$ cat config.mk
export PLATFORM = sky130hd
export DESIGN_NAME = mem_port_arbiter
export DESIGN_NICKNAME = d
export VERILOG_FILES = /design/src/rtl/mem_port_arbiter.sv
export SDC_FILE = /design/constraint.sdc
export NUM_CORES = 1
export LEC_CHECK = 0
export ABC_AREA = 1
export BUFFER_PORTS_ARGS = -buffer_cell sky130_fd_sc_hd__buf_2
export CAP_MARGIN = 0
export CORE_AREA = 4 4 106 108
export CTS_CLUSTER_DIAMETER = 100
export CTS_CLUSTER_SIZE = 14
export DETAILED_ROUTE_END_ITERATION = 12
export DIE_AREA = 0 0 110 112
export GPL_ROUTABILITY_DRIVEN = 1
export GPL_TIMING_DRIVEN = 0
export HOLD_SLACK_MARGIN = 0.15
export PLACE_DENSITY = 0.77
export SLEW_MARGIN = 20
export SYNTH_ARGS = -nofsm -noshare
export SYNTH_HDL_FRONTEND = slang
export SYNTH_SLANG_ARGS = --single-unit
$ cat constraint.sdc
create_clock -name clk -period 1.3 [get_ports clk]
set_input_delay 0.325 -clock clk [delete_from_list [all_inputs] [get_ports clk]]
set_output_delay 0.325 -clock clk [all_outputs]
set_load 0.005 [all_outputs]
$ cat src/rtl/mem_port_arbiter.sv
// Shares one SRAM-like memory port between instruction fetch and data requesters,
// one transaction in flight. Define ARB_ROUND_ROBIN_EN for round-robin arbitration.
module mem_port_arbiter #(
    parameter int ADDR_W = 32,
    parameter int DATA_W = 32
) (
    input  logic              clk,
    input  logic              reset,
    input  logic              inst_req,
    input  logic [ADDR_W-1:0] inst_addr,
    output logic              inst_addr_ok,
    output logic              inst_data_ok,
    output logic [DATA_W-1:0] inst_rdata,
    input  logic              data_req,
    input  logic              data_wr,
    input  logic [3:0]        data_wstrb,
    input  logic [ADDR_W-1:0] data_addr,
    input  logic [DATA_W-1:0] data_wdata,
    output logic              data_addr_ok,
    output logic              data_data_ok,
    output logic [DATA_W-1:0] data_rdata,
    output logic              mem_req,
    output logic              mem_wr,
    output logic [3:0]        mem_wstrb,
    output logic [ADDR_W-1:0] mem_addr,
    output logic [DATA_W-1:0] mem_wdata,
    input  logic              mem_addr_ok,
    input  logic              mem_data_ok,
    input  logic [DATA_W-1:0] mem_rdata
);

    typedef enum logic [1:0] {IDLE, ISSUE, WAIT} state_t;
    typedef enum logic {GRANT_INST, GRANT_DATA} grant_t;

    state_t            state, state_nxt;
    grant_t            grant;
    logic [ADDR_W-1:0] addr_q;
    logic              wr_q;
    logic [3:0]        wstrb_q;
    logic [DATA_W-1:0] wdata_q;
    logic              pick_data;
    logic              accept;

`ifdef ARB_ROUND_ROBIN_EN
    grant_t last_grant;

    // With both requests pending, alternate away from the previous winner.
    always_comb begin
        pick_data = data_req && (!inst_req || last_grant == GRANT_INST);
    end

    always_ff @(posedge clk) begin
        if (reset) begin
            last_grant <= GRANT_INST;
        end else if (accept) begin
            last_grant <= pick_data ? GRANT_DATA : GRANT_INST;
        end
    end
`else
    always_comb begin
        pick_data = data_req;
    end
`endif

    assign accept = (state == IDLE) && (inst_req || data_req);

    // NOTE: registers use non-blocking assignments so every flop samples pre-edge values.
    always_ff @(posedge clk) begin
        if (reset) begin
            state   <= IDLE;
            grant   <= GRANT_INST;
            addr_q  <= '0;
            wr_q    <= 1'b0;
            wstrb_q <= '0;
            wdata_q <= '0;
        end else begin
            state <= state_nxt;
            if (accept) begin
                if (pick_data) begin
                    grant   <= GRANT_DATA;
                    addr_q  <= data_addr;
                    wr_q    <= data_wr;
                    wstrb_q <= data_wstrb;
                    wdata_q <= data_wdata;
                end else begin
                    grant   <= GRANT_INST;
                    addr_q  <= inst_addr;
                    wr_q    <= 1'b0;
                    wstrb_q <= '0;
                    wdata_q <= '0;
                end
            end
        end
    end

    // NOTE: every output of this block gets a default first, so no latches are inferred.
    always_comb begin
        state_nxt    = state;
        inst_addr_ok = 1'b0;
        data_addr_ok = 1'b0;
        inst_data_ok = 1'b0;
        data_data_ok = 1'b0;
        mem_req      = 1'b0;
        unique case (state)
            IDLE: begin
                if (inst_req || data_req) begin
                    state_nxt = ISSUE;
                    if (pick_data) data_addr_ok = 1'b1;
                    else           inst_addr_ok = 1'b1;
                end
            end
            ISSUE: begin
                mem_req = 1'b1;
                if (mem_addr_ok) state_nxt = WAIT;
            end
            WAIT: begin
                if (mem_data_ok) begin
                    state_nxt = IDLE;
                    if (grant == GRANT_DATA) data_data_ok = 1'b1;
                    else                     inst_data_ok = 1'b1;
                end
            end
            default: state_nxt = IDLE;
        endcase
        // Handshakes are silenced while reset is held, whatever the current state.
        if (reset) begin
            inst_addr_ok = 1'b0;
            data_addr_ok = 1'b0;
            inst_data_ok = 1'b0;
            data_data_ok = 1'b0;
            mem_req      = 1'b0;
        end
    end

    assign mem_addr   = addr_q;
    assign mem_wr     = wr_q;
    assign mem_wstrb  = wstrb_q;
    assign mem_wdata  = wdata_q;
    assign inst_rdata = mem_rdata;
    assign data_rdata = mem_rdata;

endmodule
==> results of run 1 <==
placed cells by master, fill, tap and decap left out, drive strengths merged:
cell type	n
dlygate4sd3	24
a21oi	1
nor2	68
clkbuf	14
nor4	1
clkinv	1
nand2	242
o21ai	2
buf	335
nor3	2
inv	42
clkinvlp	2
dfxtp	72
nand3	39
path summary, 6_finish.rpt:
kind / start / end / slack (ns) / cells after the start
worst max-delay path: state[0]$_SDFFE_PP0P_ / inst_addr_ok / -0.20 / 5
worst min-delay path: data_wdata[17] / mem_wdata[17]$_SDFFE_PP0P_ / 0.17 / 3
worst max register to register: state[1]$_SDFFE_PP0P_ / mem_wdata[20]$_SDFFE_PP0P_ / 0.07 / 7
worst min register to register: mem_wr$_SDFFE_PP0P_ / mem_wr$_SDFFE_PP0P_ / 0.47 / 2
flip-flops by register name, indices dropped and copies added (netlist names):
name / flops
state: 2
mem_wstrb: 4
mem_wdata: 32
mem_addr: 32
mem_wr: 1
grant: 1
metrics by stage:
step                std cells  setup TNS [ns]  hold slack [ns]  worst slack (ns)  utilization
global route              981           -1.52            0.160            -0.304        0.544
CTS                       980           -1.09            0.150            -0.265        0.542
detailed placement        937           -2.62            0.456            -0.104        0.495
finish                    981          -0.846            0.169            -0.198        0.544
floorplan                 559               0            0.428             0.123            -
global placement          937           -1.89            0.453           -0.0964        0.495
where the power goes:
group	internal (µW)	switching, µW	leakage, µW	total, µW
combinational	785	741	0.00266	1530
sequential	2410	95.6	0.000595	2510
clock	728	932	0.0000888	1660
cells in the mapped netlist (all sizes together):
| cell type | count |
|---|---|
| nand2 | 242 |
| buf | 90 |
| dfxtp | 72 |
| nor2 | 68 |
| nand3 | 39 |
| inv | 38 |
| clkbuf | 4 |
| nor3 | 2 |
| o21ai | 2 |
| a21oi | 1 |
| nor4 | 1 |
cell type report:
cell class | count | area [µm²]
fill | 1010 | 4660
timing repair buffer | 270 | 1490
clock inverter | 7 | 61.3
sequential | 72 | 1440
clock buffer | 9 | 124
inverter | 38 | 145
multi-input combinational | 355 | 1420
tap | 136 | 170
buffer | 94 | 714
worst min-delay path: cells and delay by family:
kind          cells  cell delay [ns]
buf+inv           1             0.08
simple gates      2             0.10
cells by family after synthesis:
group	Yosys count	share of synthesized area
and+or+nand+nor	352	0.378
AOI/OAI and AO/OA	3	0.00407
buffers and inverters	132	0.227
DFF	72	0.391
metal layers:
metal,share of wire,GRT usage
met1,0.40,0.209
met2,0.50,0.319
met3,0.079,0.0446
met4,0.017,0.0565
met5,0.0019,0
repair_timing:
item / in CTS / in global routing
cloned: 0 / 0
gates resized for setup: 7 / 6
setup buffers: 3 / 1
hold buffers: 24 / 0
pin swaps: 2 / 1
hold endpoints to repair: 24 / 0
endpoints found under the setup margin: 5 / 35
==> metrics, run 1 <==
number of synthesized register bits=72; outcome=finished, violations left; CP cell instances=nor2_4 > buf_4 > nand3_1 > nor2_1 > buf_2; detailed placer's ending HPWL=~9000 µm; synthesized area=around 0.0037 mm²; vias per inst=between 4 and 5; DP Area=0.00507 mm²; post-synth cell types=19; CTS buffer count=9; syn_nets=~700; Avg Cell Area, Syn=about 6.6 µm²; Power Density=about 1000 mW/mm²; clk_skew=around 0.0078 ns; Die X-Extent=110 µm; Worst Path Required=about 1 ns; Die Y=around 110 µm; worst-skew pair later-pin latency=around 0.35 ns; CP Buf/Inv Count=2; CTS sink count=72; RSZ-0062 raised after global routing=yes; Congestion Overflow GR=0; core area=0.0102 mm²; WL/cell=between 10 and 15 µm; Vias=4096; Critical Path Start Type=flop; vias in the first global route=about 3900; initial antenna violation count=2; Total Power=about 5700 µW; gr usage total=0.180; sequential fraction of the synthesis area=0.391; crit-path max FO=2; first-pass GRT wire length=~18000 µm; Die ar.=0.0123 mm²; fin area=between 0.005 and 0.006 mm²; final period utilization=1.15; I/O pin cnt=277; Slowest-stage cell, CP=dfxtp_2; clock buffer depth=2; Total Wirelength=approximately 12000 µm; crit path kind=reg -> out; largest net degree at the start of global routing=16; area delta synth->final=51.1%; Min-Delay Path Class=in -> reg; number of detailed-route iterations in the first pass=4; Post-DRT Antenna Nets=0; max incr delay on CP=approximately 0.34 ns; Clock Pin Slew Worst Setup and Hold Paths=approximately 0.09 ns; DRT iter0 DRCs=about 140; fmax=667 MHz; failing checks=negative setup slack; Post-Syn Instances=559; CP delay by family, top=flip-flops; layout cells sized above 1=0.427; synth warn=0; Worst Max-Slew Pin Slew=approximately 0.47 ns; Worst IR Drop VDD=0.576 mV; final worst slack=-0.198 ns; max-cap violations=0; Max Slew Vio Count=0; Final Hold Violating Endpoints=0; Row Count=37; Worst Path Arrival=1.17 ns; Initial Util=0.360; n_diodes=0; IO Port Bufs=between 200 and 250; Final setup viols=5; Remaining DRCs=0; Root Buffer=clkbuf_8; final layout net count=979; CTS tree=yes; share of the synthesized area in the top cell type=0.391; area leader, netlist=dfxtp_1; Worst slew margin=0.688; leakage power=roughly 0.0033 µW; GP Congestion=between 0.7 and 0.8; min cycle time layout=1.50 ns; CP Capture Type=output port; H-tree depth reported by CTS=3; ranking of synthesized cells by area=dfxtp_1, nand2_1, buf_4
Note: power is estimated with default switching activity, not from simulation.
==> run 2: changes to the inputs <==
--- a/config.mk
+++ b/config.mk
@@ -9,6 +9,7 @@
 export BUFFER_PORTS_ARGS = -buffer_cell sky130_fd_sc_hd__buf_2
 export CAP_MARGIN = 0
 export CORE_AREA = 4 4 106 108
+export CTS_BUF_LIST = sky130_fd_sc_hd__clkbuf_16
 export CTS_CLUSTER_DIAMETER = 100
 export CTS_CLUSTER_SIZE = 14
 export DETAILED_ROUTE_END_ITERATION = 12
==> run 2 against run 1 <==
Effect of this change:
- utilization fell by 1.4 points
- non-clock buffer count is 25 lower
- largest cell class unchanged
- highest routed layer unchanged
- clock skew is 0.0026 ns lower
- the flow still finishes with violations (negative setup slack)
==> metrics, run 2 (synthesis gave the netlist of run 1 again) <==
outcome=finished, violations left (unchanged); failing checks=negative setup slack (unchanged); Row Count=37 (unchanged); Congestion Overflow GR=0 (unchanged); Total Wirelength=11200 µm (was 11600 µm); most common cell after layout, fill and taps aside=buf_2 (unchanged); leakage power=0.00328 µW (was 0.00334 µW); Min-Delay Path Class=in -> reg (unchanged); Hold WS=0.179 ns (was 0.169 ns); Post-DRT Antenna Nets=0 (unchanged); Die Y=112 µm (unchanged); DRT iter0 DRCs=146 (was 143); sequential share of power=0.398 (was 0.440); vias in the first global route=3726 (was 3855); largest net degree at the start of global routing=16 (unchanged); max incr delay on CP=0.34 ns (about the same); Initial Util=0.360 (unchanged); fin util=0.531 (was 0.544); Clock Pin Slew Worst Setup and Hold Paths=0.06 ns (was 0.09 ns); Slowest-stage cell, CP=dfxtp_2 (unchanged); detailed placer's ending HPWL=8890 µm (unchanged); sw frac=0.289 (was 0.311); Worst Path Arrival=1.16 ns (was 1.17 ns); final worst slack=-0.184 ns (was -0.198 ns); Worst Path Required=0.98 ns (about the same); FF/Latch Area=0.00144 mm² (unchanged); n_diodes=0 (unchanged); min cycle time layout=1.48 ns (was 1.50 ns); crit path kind=reg -> out (unchanged); clock buffer depth=2 (unchanged); CP Buf/Inv Count=2 (unchanged); core area=0.0102 mm² (unchanged); WL/cell=11.7 µm (was 11.9 µm); worst-skew pair later-pin latency=0.33 ns (was 0.35 ns); Final setup viols=5 (unchanged); Vias=3977 (was 4096); Power Density=1160 mW/mm² (was 1020 mW/mm²); CP cell instances=nor2_4 > buf_4 > nand3_1 > nor2_1 > buf_2 (unchanged); Worst Max-Slew Pin Slew=0.464 ns (was 0.468 ns); final period utilization=1.14 (was 1.15); initial antenna violation count=2 (unchanged); first-pass GRT wire length=17300 µm (was 17800 µm); CTS buffer count=9 (unchanged); Root Buffer=clkbuf_16 (was clkbuf_8); Remaining DRCs=0 (unchanged); Die ar.=0.0123 mm² (unchanged); layout cells sized above 1=0.443 (was 0.427); Critical Path Start Type=flop (unchanged); RSZ-0062 raised after global routing=yes (unchanged); CTS tree=yes (unchanged); sw power=1820 µW (was 1770 µW); number of detailed-route iterations in the first pass=5 (was 4); CP delay by family, top=flip-flops (unchanged); IO Port Bufs=242 (unchanged); Die X-Extent=110 µm (unchanged); Worst IR Drop VDD=0.694 mV (was 0.576 mV); footprint of the multi-input gates=0.00143 mm² (was 0.00142 mm²); Comb power frac=0.233 (was 0.268); GP Congestion=0.780 (unchanged); Fill cells=1039 (was 1010); fmax=674 MHz (was 667 MHz); final layout net count=954 (was 979); most frequent cells in the layout=buf_2, nand2_1, dfxtp_1 (unchanged); crit-path max FO=2 (unchanged); area delta synth->final=47.3% (was 51.1%); Post-Route Setup TNS=-0.650 ns (was -0.846 ns); CP Capture Type=output port (unchanged); H-tree depth reported by CTS=3 (unchanged); vias per inst=4.16 (was 4.18); CTS sink count=72 (unchanged); clk_skew=0.00523 ns (was 0.00782 ns); gr usage total=0.174 (was 0.180); I/O pin cnt=277 (unchanged); Worst slew margin=0.691 (was 0.688); max-cap violations=0 (unchanged); Final Hold Violating Endpoints=0 (unchanged); Max Slew Vio Count=0 (unchanged); Clk pwr share=0.369 (was 0.292); Int Pwr=4480 µW (was 3920 µW)
run 2: cell count changes in the layout (fill, tap and decap cells not counted), moves of 2 or more:
cell / before / now
clkbuf_8: 9 / 0
buf_6: 10 / 12
buf_4: 69 / 67
nor2_1: 66 / 64
nor2_2: 0 / 2
dlygate4sd3_1: 24 / 0
clkbuf_16: 0 / 9
run 2: path summary, 6_finish.rpt:
path | start | end | slack [ns] | cells after the start
hold / removal | data_wdata[19] | mem_wdata[19]$_SDFFE_PP0P_ | 0.18 | 3
hold reg to reg | mem_wr$_SDFFE_PP0P_ | mem_wr$_SDFFE_PP0P_ | 0.46 | 2
setup / recovery | state[0]$_SDFFE_PP0P_ | inst_addr_ok | -0.18 | 5
setup reg to reg | state[1]$_SDFFE_PP0P_ | mem_wdata[6]$_SDFFE_PP0P_ | 0.08 | 7
run 2: through the flow:
stage | setup slack, ns | instance area, µm² | cells | total power, µW
floorplan | 0.123 | 3690 | 559 | 3370
global placement | -0.0964 | 5070 | 937 | 3980
detailed placement | -0.104 | 5070 | 937 | 4000
CTS | -0.226 | 5400 | 956 | 6390
global route | -0.273 | 5430 | 956 | 6710
finish | -0.184 | 5430 | 956 | 6300
run 2: layout make-up:
type                    instances  area share
flip-flops and latches         72       0.266
multi-input cells             355       0.263
repair buffers                245       0.228
plain buffers                  94       0.132
clock buffers                   9      0.0415
well taps                     136      0.0313
inverters                      38      0.0267
clock inverters                 7      0.0113
run 2: routing by layer:
layer,GRT usage,share of wire,vias up
li1,-,-,2119
met1,0.208,0.41,1707
met2,0.305,0.50,133
met3,0.0464,0.082,14
met4,0.0424,0.0094,4
met5,0,0.0012,-
run 2: power by group through the flow:
| stage | Clock [µW] | Combinational, µW | Sequential (µW) |
|---|---|---|---|
| 6_report | 2320 | 1470 | 2510 |
| 5_1_grt | 2500 | 1670 | 2540 |
| 4_1_cts | 2410 | 1470 | 2510 |
| 3_5_place_dp | 0 | 1440 | 2550 |
| 3_3_place_gp | 0 | 1430 | 2550 |
| 2_1_floorplan | 0 | 793 | 2580 |
run 2: tightest hold or removal path: stages:
cell	delay [ns]
buf_2	0.07
nand2_1	0.04
nand2_1	0.04
run 2: repair_timing:
| item | CTS | global route |
|---|---|---|
| hold buffers | 0 | 0 |
| buffers inserted | 3 | 0 |
| pin swaps | 2 | 1 |
| gates resized for setup | 7 | 10 |
| endpoints found under the setup margin | 5 | 31 |
